File: config.mk
export PLATFORM = sky130hd
export DESIGN_NAME = pic_interrupt_controller_flat
export DESIGN_NICKNAME = d
export VERILOG_FILES = /design/src/rtl/pic_interrupt_controller_if.sv /design/src/rtl/pic_interrupt_controller.sv /design/src/flat_wrapper.sv
export SDC_FILE = /design/constraint.sdc
export NUM_CORES = 1
export LEC_CHECK = 0
export ABC_AREA = 1
export BUFFER_PORTS_ARGS = -buffer_cell sky130_fd_sc_hd__buf_4
export CAP_MARGIN = 20
export CORE_MARGIN = 5
export CORE_UTILIZATION = 43
export CTS_CLUSTER_DIAMETER = 100
export DETAILED_ROUTE_END_ITERATION = 6
export PLACE_DENSITY = 0.83
export RECOVER_POWER = 25
export SKIP_LAST_GASP = 1
export SYNTH_ARGS = -nofsm -noshare
export SYNTH_HDL_FRONTEND = slang
export SYNTH_SLANG_ARGS = --single-unit
File: constraint.sdc
create_clock -name clk -period 2.8 [get_ports clk]
set_input_delay 0.56 -clock clk [delete_from_list [all_inputs] [get_ports clk]]
set_output_delay 0.56 -clock clk [all_outputs]
set_load 0.1 [all_outputs]
File: src/rtl/pic_interrupt_controller_if.sv
// Signal bundle between the core (INTCON/PIE1/PIR1, decoder timing) and the
// interrupt sequencer. The core side is the master, the controller the slave.
interface pic_interrupt_controller_if;
  logic [7:0]  intcon_reg_val;
  logic [7:0]  pir1_reg_val;
  logic [7:0]  pie1_reg_val;
  logic        instr_end;
  logic        retfie_exec;
  logic        sleeping;
  logic        instr_flush;
  logic        pc_hold;
  logic        stack_push_en;
  logic        gie_clr_en;
  logic        gie_set_en;
  logic        pc_vec_en;
  logic [12:0] pc_vec_addr;
  logic        in_isr;
  logic        wake;

  modport master (
    output intcon_reg_val, pir1_reg_val, pie1_reg_val,
    output instr_end, retfie_exec, sleeping,
    input  instr_flush, pc_hold, stack_push_en, gie_clr_en,
    input  gie_set_en, pc_vec_en, pc_vec_addr, in_isr, wake
  );

  modport slave (
    input  intcon_reg_val, pir1_reg_val, pie1_reg_val,
    input  instr_end, retfie_exec, sleeping,
    output instr_flush, pc_hold, stack_push_en, gie_clr_en,
    output gie_set_en, pc_vec_en, pc_vec_addr, in_isr, wake
  );
endinterface

File: src/rtl/pic_interrupt_controller.sv
// Interrupt entry/exit sequencer: forces a NOP cycle, pushes the return PC,
// clears GIE and vectors; on RETFIE re-enables GIE.
module pic_interrupt_controller #(
  parameter logic [12:0] VECTOR_ADDR = 13'h0004,
  parameter int          FORCE_CLKS  = 4
) (
  input logic clk,
  input logic rst,
  pic_interrupt_controller_if.slave bus
);
  typedef enum logic [1:0] {IDLE, FORCE, ISR, RETURN} state_t;

  localparam logic [2:0] LAST_CNT = 3'(FORCE_CLKS - 1);

  state_t     state, state_nxt;
  logic [2:0] force_cnt, cnt_nxt;
  logic       irq_any, irq_cond;
  logic       flush_nxt, push_nxt, vec_nxt, isr_nxt, set_nxt;
  logic       flush_q, push_q, vec_q, isr_q, set_q;

  // Enable/flag pairs line up bit for bit: [5:3] enables against [2:0] flags.
  assign irq_any  = (|(bus.intcon_reg_val[5:3] & bus.intcon_reg_val[2:0])) |
                    (bus.intcon_reg_val[6] & (|(bus.pir1_reg_val & bus.pie1_reg_val)));
  assign irq_cond = bus.intcon_reg_val[7] & irq_any;

  always_comb begin
    state_nxt = state;
    cnt_nxt   = force_cnt;
    case (state)
      IDLE: begin
        if (bus.instr_end && irq_cond && !bus.retfie_exec) begin
          state_nxt = FORCE;
          cnt_nxt   = '0;
        end else if (bus.instr_end && bus.retfie_exec) begin
          state_nxt = RETURN;
        end
      end
      FORCE: begin
        if (force_cnt == LAST_CNT) begin
          state_nxt = ISR;
          cnt_nxt   = '0;
        end else begin
          cnt_nxt = force_cnt + 3'd1;
        end
      end
      ISR:     if (bus.instr_end && bus.retfie_exec) state_nxt = RETURN;
      RETURN:  state_nxt = IDLE;
      default: state_nxt = IDLE;
    endcase

    // Outputs are decoded from the next state so they leave flops directly.
    flush_nxt = (state_nxt == FORCE);
    push_nxt  = flush_nxt && (cnt_nxt == 3'd0);
    vec_nxt   = flush_nxt && (cnt_nxt == LAST_CNT);
    isr_nxt   = (state_nxt == ISR);
    set_nxt   = (state_nxt == RETURN);
  end

  always_ff @(posedge clk or posedge rst) begin
    if (rst) begin
      state     <= IDLE;
      force_cnt <= '0;
      flush_q   <= 1'b0;
      push_q    <= 1'b0;
      vec_q     <= 1'b0;
      isr_q     <= 1'b0;
      set_q     <= 1'b0;
    end else begin
      state     <= state_nxt;
      force_cnt <= cnt_nxt;
      flush_q   <= flush_nxt;
      push_q    <= push_nxt;
      vec_q     <= vec_nxt;
      isr_q     <= isr_nxt;
      set_q     <= set_nxt;
    end
  end

  assign bus.instr_flush   = flush_q;
  assign bus.pc_hold       = flush_q;
  assign bus.stack_push_en = push_q;
  assign bus.gie_clr_en    = push_q;
  assign bus.pc_vec_en     = vec_q;
  assign bus.in_isr        = isr_q;
  assign bus.gie_set_en    = set_q;
  assign bus.pc_vec_addr   = VECTOR_ADDR;
  assign bus.wake          = bus.sleeping & irq_any;
endmodule
File: src/flat_wrapper.sv
// flat-port wrapper written by rule: the top's interface ports become plain ports
module pic_interrupt_controller_flat 
#(
  parameter logic [12:0] VECTOR_ADDR = 13'h0004,
  parameter int          FORCE_CLKS  = 4
)
  (clk, rst, bus_intcon_reg_val, bus_pir1_reg_val, bus_pie1_reg_val, bus_instr_end, bus_retfie_exec, bus_sleeping, bus_instr_flush, bus_pc_hold, bus_stack_push_en, bus_gie_clr_en, bus_gie_set_en, bus_pc_vec_en, bus_pc_vec_addr, bus_in_isr, bus_wake);
  pic_interrupt_controller_if bus_i ();
  input logic clk;
  input logic rst;
  input wire logic [$bits(bus_i.intcon_reg_val)-1:0] bus_intcon_reg_val;
  input wire logic [$bits(bus_i.pir1_reg_val)-1:0] bus_pir1_reg_val;
  input wire logic [$bits(bus_i.pie1_reg_val)-1:0] bus_pie1_reg_val;
  input wire logic [$bits(bus_i.instr_end)-1:0] bus_instr_end;
  input wire logic [$bits(bus_i.retfie_exec)-1:0] bus_retfie_exec;
  input wire logic [$bits(bus_i.sleeping)-1:0] bus_sleeping;
  output wire logic [$bits(bus_i.instr_flush)-1:0] bus_instr_flush;
  output wire logic [$bits(bus_i.pc_hold)-1:0] bus_pc_hold;
  output wire logic [$bits(bus_i.stack_push_en)-1:0] bus_stack_push_en;
  output wire logic [$bits(bus_i.gie_clr_en)-1:0] bus_gie_clr_en;
  output wire logic [$bits(bus_i.gie_set_en)-1:0] bus_gie_set_en;
  output wire logic [$bits(bus_i.pc_vec_en)-1:0] bus_pc_vec_en;
  output wire logic [$bits(bus_i.pc_vec_addr)-1:0] bus_pc_vec_addr;
  output wire logic [$bits(bus_i.in_isr)-1:0] bus_in_isr;
  output wire logic [$bits(bus_i.wake)-1:0] bus_wake;
  assign bus_i.intcon_reg_val = bus_intcon_reg_val;
  assign bus_i.pir1_reg_val = bus_pir1_reg_val;
  assign bus_i.pie1_reg_val = bus_pie1_reg_val;
  assign bus_i.instr_end = bus_instr_end;
  assign bus_i.retfie_exec = bus_retfie_exec;
  assign bus_i.sleeping = bus_sleeping;
  assign bus_instr_flush = bus_i.instr_flush;
  assign bus_pc_hold = bus_i.pc_hold;
  assign bus_stack_push_en = bus_i.stack_push_en;
  assign bus_gie_clr_en = bus_i.gie_clr_en;
  assign bus_gie_set_en = bus_i.gie_set_en;
  assign bus_pc_vec_en = bus_i.pc_vec_en;
  assign bus_pc_vec_addr = bus_i.pc_vec_addr;
  assign bus_in_isr = bus_i.in_isr;
  assign bus_wake = bus_i.wake;
  pic_interrupt_controller #(.VECTOR_ADDR(VECTOR_ADDR), .FORCE_CLKS(FORCE_CLKS)) u_core (.clk(clk), .rst(rst), .bus(bus_i));
endmodule
==> metrics.md <==
| Metric | Value |
|---|---|
| Status | complete, no violations |
| Synthesis-to-finish area growth | 33.5% |
| Max-slew violations | 0 |
| R2r startpoint | u_core.force_cnt[0] |
| Worst setup startpoint | bus_pir1_reg_val[5] |
| Cts bufs inserted | 3 |
| Top-Level Pins | 50 |
| CP Launch Type | input pin |
| Drt pass-1 iters | 4 |
| Combinational share of power | approximately 63% |
| Top cell family by delay on the critical path | buffers and inverters |
| Worst Path Arrival | 1.33 ns |
| DRT antenna net count | 0 |
| Adder-cell share of the synthesized area | between 1.5 and 2% |
| Post-synth EDFFs | 0 |
| Async S/R FF share, synth | 100% |
| WHS | 0.261 ns |
| Postcts setup bufs | 0 |
| Static Leak | roughly 0.6 nW |
| Kind of critical path | in -> out |
| Final nets | 171 |
| Final setup vio count | 0 |
| CP max stage delay | just over 0.3 ns |
| WP buf/inv | 2 |
| Post-Route WL | between 1500 and 2000 um |
| Worst VDD drop | roughly 0.00047 V |
| P per Cell Area | about 1000 nW/um2 |
| Synthesized area | 732 um2 |
| Max-cap violations | 0 |
| H-tree depth | 1 |
| Antenna diodes | 0 |
| Gr usage total | approximately 13% |
| CTS tree | built |
| Die area | around 2600 um2 |
| # port buffers | 36 |
| Clock latency at the later pin of the worst-skew pair | ~0.26 ns |
| Die Ht | ~51 um |
| Global-route wire length before repair | approximately 2400 um |
| Total gr overflow | 0 |
| Clock Sinks | 10 |
| Skew final | 0.000437 ns |
| Share of power burned in the clock network | between 10% and 20% |
| Wire length per cell | 9.57 um |
| Placer congestion estimate | approximately 0.7 |
| Reg clk slew, reported paths | 0.06 ns |
| Post-synthesis simple-gate area fraction | around a third |
| CP dominant cell by count | nand2_1 |
| R2R Setup Slk | roughly 1.4 ns |
| Sequential share of power | 24.5% |
| CP Max Fanout | 2 |
| Top-count cell post-synth | nand2_1 |
| Synth Area in XOR/XNOR | 0% |
| Compound-cell area share of the yosys netlist | under 10% |
| Post-synth top cells | nand2_1, buf_4, nor2_1 |
| Slowest cell on crit path | buf_4 |
| Vias in the first global route | 625 |
| Fillers | around 160 |
| Placed wire-length estimate | around 1300 um |
| Multiplexer share of the synthesized area | 0% |
| Main combinational cell family by area after synthesis | simple AND/OR/NAND/NOR gates |
| DRT iter0 DRCs | 9 |
| Maximum clock insertion buffer count | 2 |
| Gates resized, CTS repair | 0 |
| Synth area leader | dfrtp_1 |
| Post-synth top area share | 34.2% |
| Final min period | ~1.9 ns |
| DR DRC count | 0 |
| FF+latch count, synth | 10 |
| Critical path required time | between 2 and 2.5 ns |
| CTS root buffer | clkbuf_4 |
| RSZ-0062 raised after global routing | false |
| Type of destination of the critical path | output port |
| Hold Buf Count CTS | 0 |
| Die Wd | between 50 and 60 um |
| Core area | roughly 1700 um2 |
| Vias | 697 |
| HP Class | in -> async |
| Sw frac | 57.4% |
| Synthesis Warnings | 0 |
| Avg Inst Size Synth | ~7 um2 |
| Row count | 15 |
| Final hold vios | 0 |
| Net Sw Power | 0.573 mW |
| Internal power | between 0.4 and 0.5 mW |
| Seq/Total Area, Yosys | 34.2% |
| Initial Util | a little over two fifths |
| Largest net degree at the start of global routing | 11 |
| Critical path, cell by cell | buf_4 -> nand2_1 -> nand2_1 -> nor2_1 -> nand2_1 -> nand2_1 -> a21boi_1 -> buf_4 |
| Top cells by area, synth | dfrtp_1, nand2_1, buf_4 |
| Dominant synthesized flop cell | dfrtp_1 |
| Final worst path period share | roughly 67% |
| Setup TNS | 0 ns |
| Antenna violations before repair | 0 |
| Layout cell share with drive strength beyond 1 | 36.4% |
| Netlist cell types | 21 |
| R2r worst-path depth | 7 |
| DR vias/cell | approximately 4.4 |
| Max Freq | 530 MHz |
| R2r endpoint | u_core.bus.gie_clr_en |
| Post-Synthesis Cells | ~110 |
## final cells by class
| cell class | instances | area [um2] | share of cell area, % |
|---|---|---|---|
| clock buffers | 4 | 36.3 | 3.71 |
| well taps | 17 | 21.3 | 2.18 |
| repair buffers | 36 | 270 | 27.7 |
| inverters | 11 | 41.3 | 4.23 |
| flip-flops and latches | 10 | 250 | 25.6 |
| multi-input cells | 79 | 358 | 36.6 |
## metal layers
layer	wire length (um)	part of all wire [%]	GRT usage, %
met2	637	42	20.0
met5	0	0	0
met4	36	2.4	7.86
met1	595	40	14.9
met3	233	16	3.50
## metrics by stage
step | worst slack [ns] | total power, mW | utilization, % | instances | instance area (um2)
floorplan | 0.0557 | 0.793 | - | 116 | 773
global placement | 0.930 | 0.859 | 56.3 | 153 | 941
detailed placement | 0.919 | 0.877 | 56.3 | 153 | 941
CTS | 0.919 | 1.01 | 58.5 | 157 | 977
global route | 0.858 | 1.07 | 58.5 | 157 | 977
finish | 0.914 | 1.00 | 58.5 | 157 | 977
## kinds of logic (layout without fill, tap and decap cells)
logic type | after synthesis | after routing
other | 2 | 13
flip-flops | 10 | 10
AND/OR/NAND/NOR | 58 | 58
buffers and inverters | 27 | 51
AO/OA/AOI/OAI | 7 | 7
adder cells (fa/ha/maj) | 1 | 1
## placed cells by master, fill, tap and decap left out, drive strengths merged
master	netlist	layout
nor2	16	16
nand3b	2	2
o21ai	2	2
a21boi	1	1
nand3	2	2
dfrtp	10	10
buf	16	35
clkbuf	0	5
inv	11	11
conb	2	13
a21oi	4	4
ha	1	1
nand2	38	38
## registers in the layout (all words and copies together) (netlist names)
register / flops
u_core.bus.gie_clr_en: 1
u_core.bus.gie_set_en: 1
u_core.bus.in_isr: 1
u_core.bus.instr_flush: 1
u_core.bus.pc_vec_en: 1
u_core.force_cnt: 3
u_core.state: 2
## how the worst max path moves through the flow
| stage | endpoint | slack, ns | cells past startpoint |
|---|---|---|---|
| CTS | bus_wake | 0.92 | 8 |
| global route | bus_wake | 0.86 | 8 |
| floorplan | bus_wake | 0.06 | 6 |
| global placement | bus_wake | 0.93 | 8 |
| detailed placement | bus_wake | 0.92 | 8 |
| finish | bus_wake | 0.91 | 8 |
## power by group through the flow
stage | clock network (mW) | registers (mW) | logic (mW)
4_1_cts | 0.133 | 0.244 | 0.633
3_3_place_gp | 0 | 0.241 | 0.618
5_1_grt | 0.138 | 0.253 | 0.678
2_1_floorplan | 0 | 0.359 | 0.434
3_5_place_dp | 0 | 0.243 | 0.633
6_report | 0.126 | 0.245 | 0.629
Power figures use the tool's default switching activity.
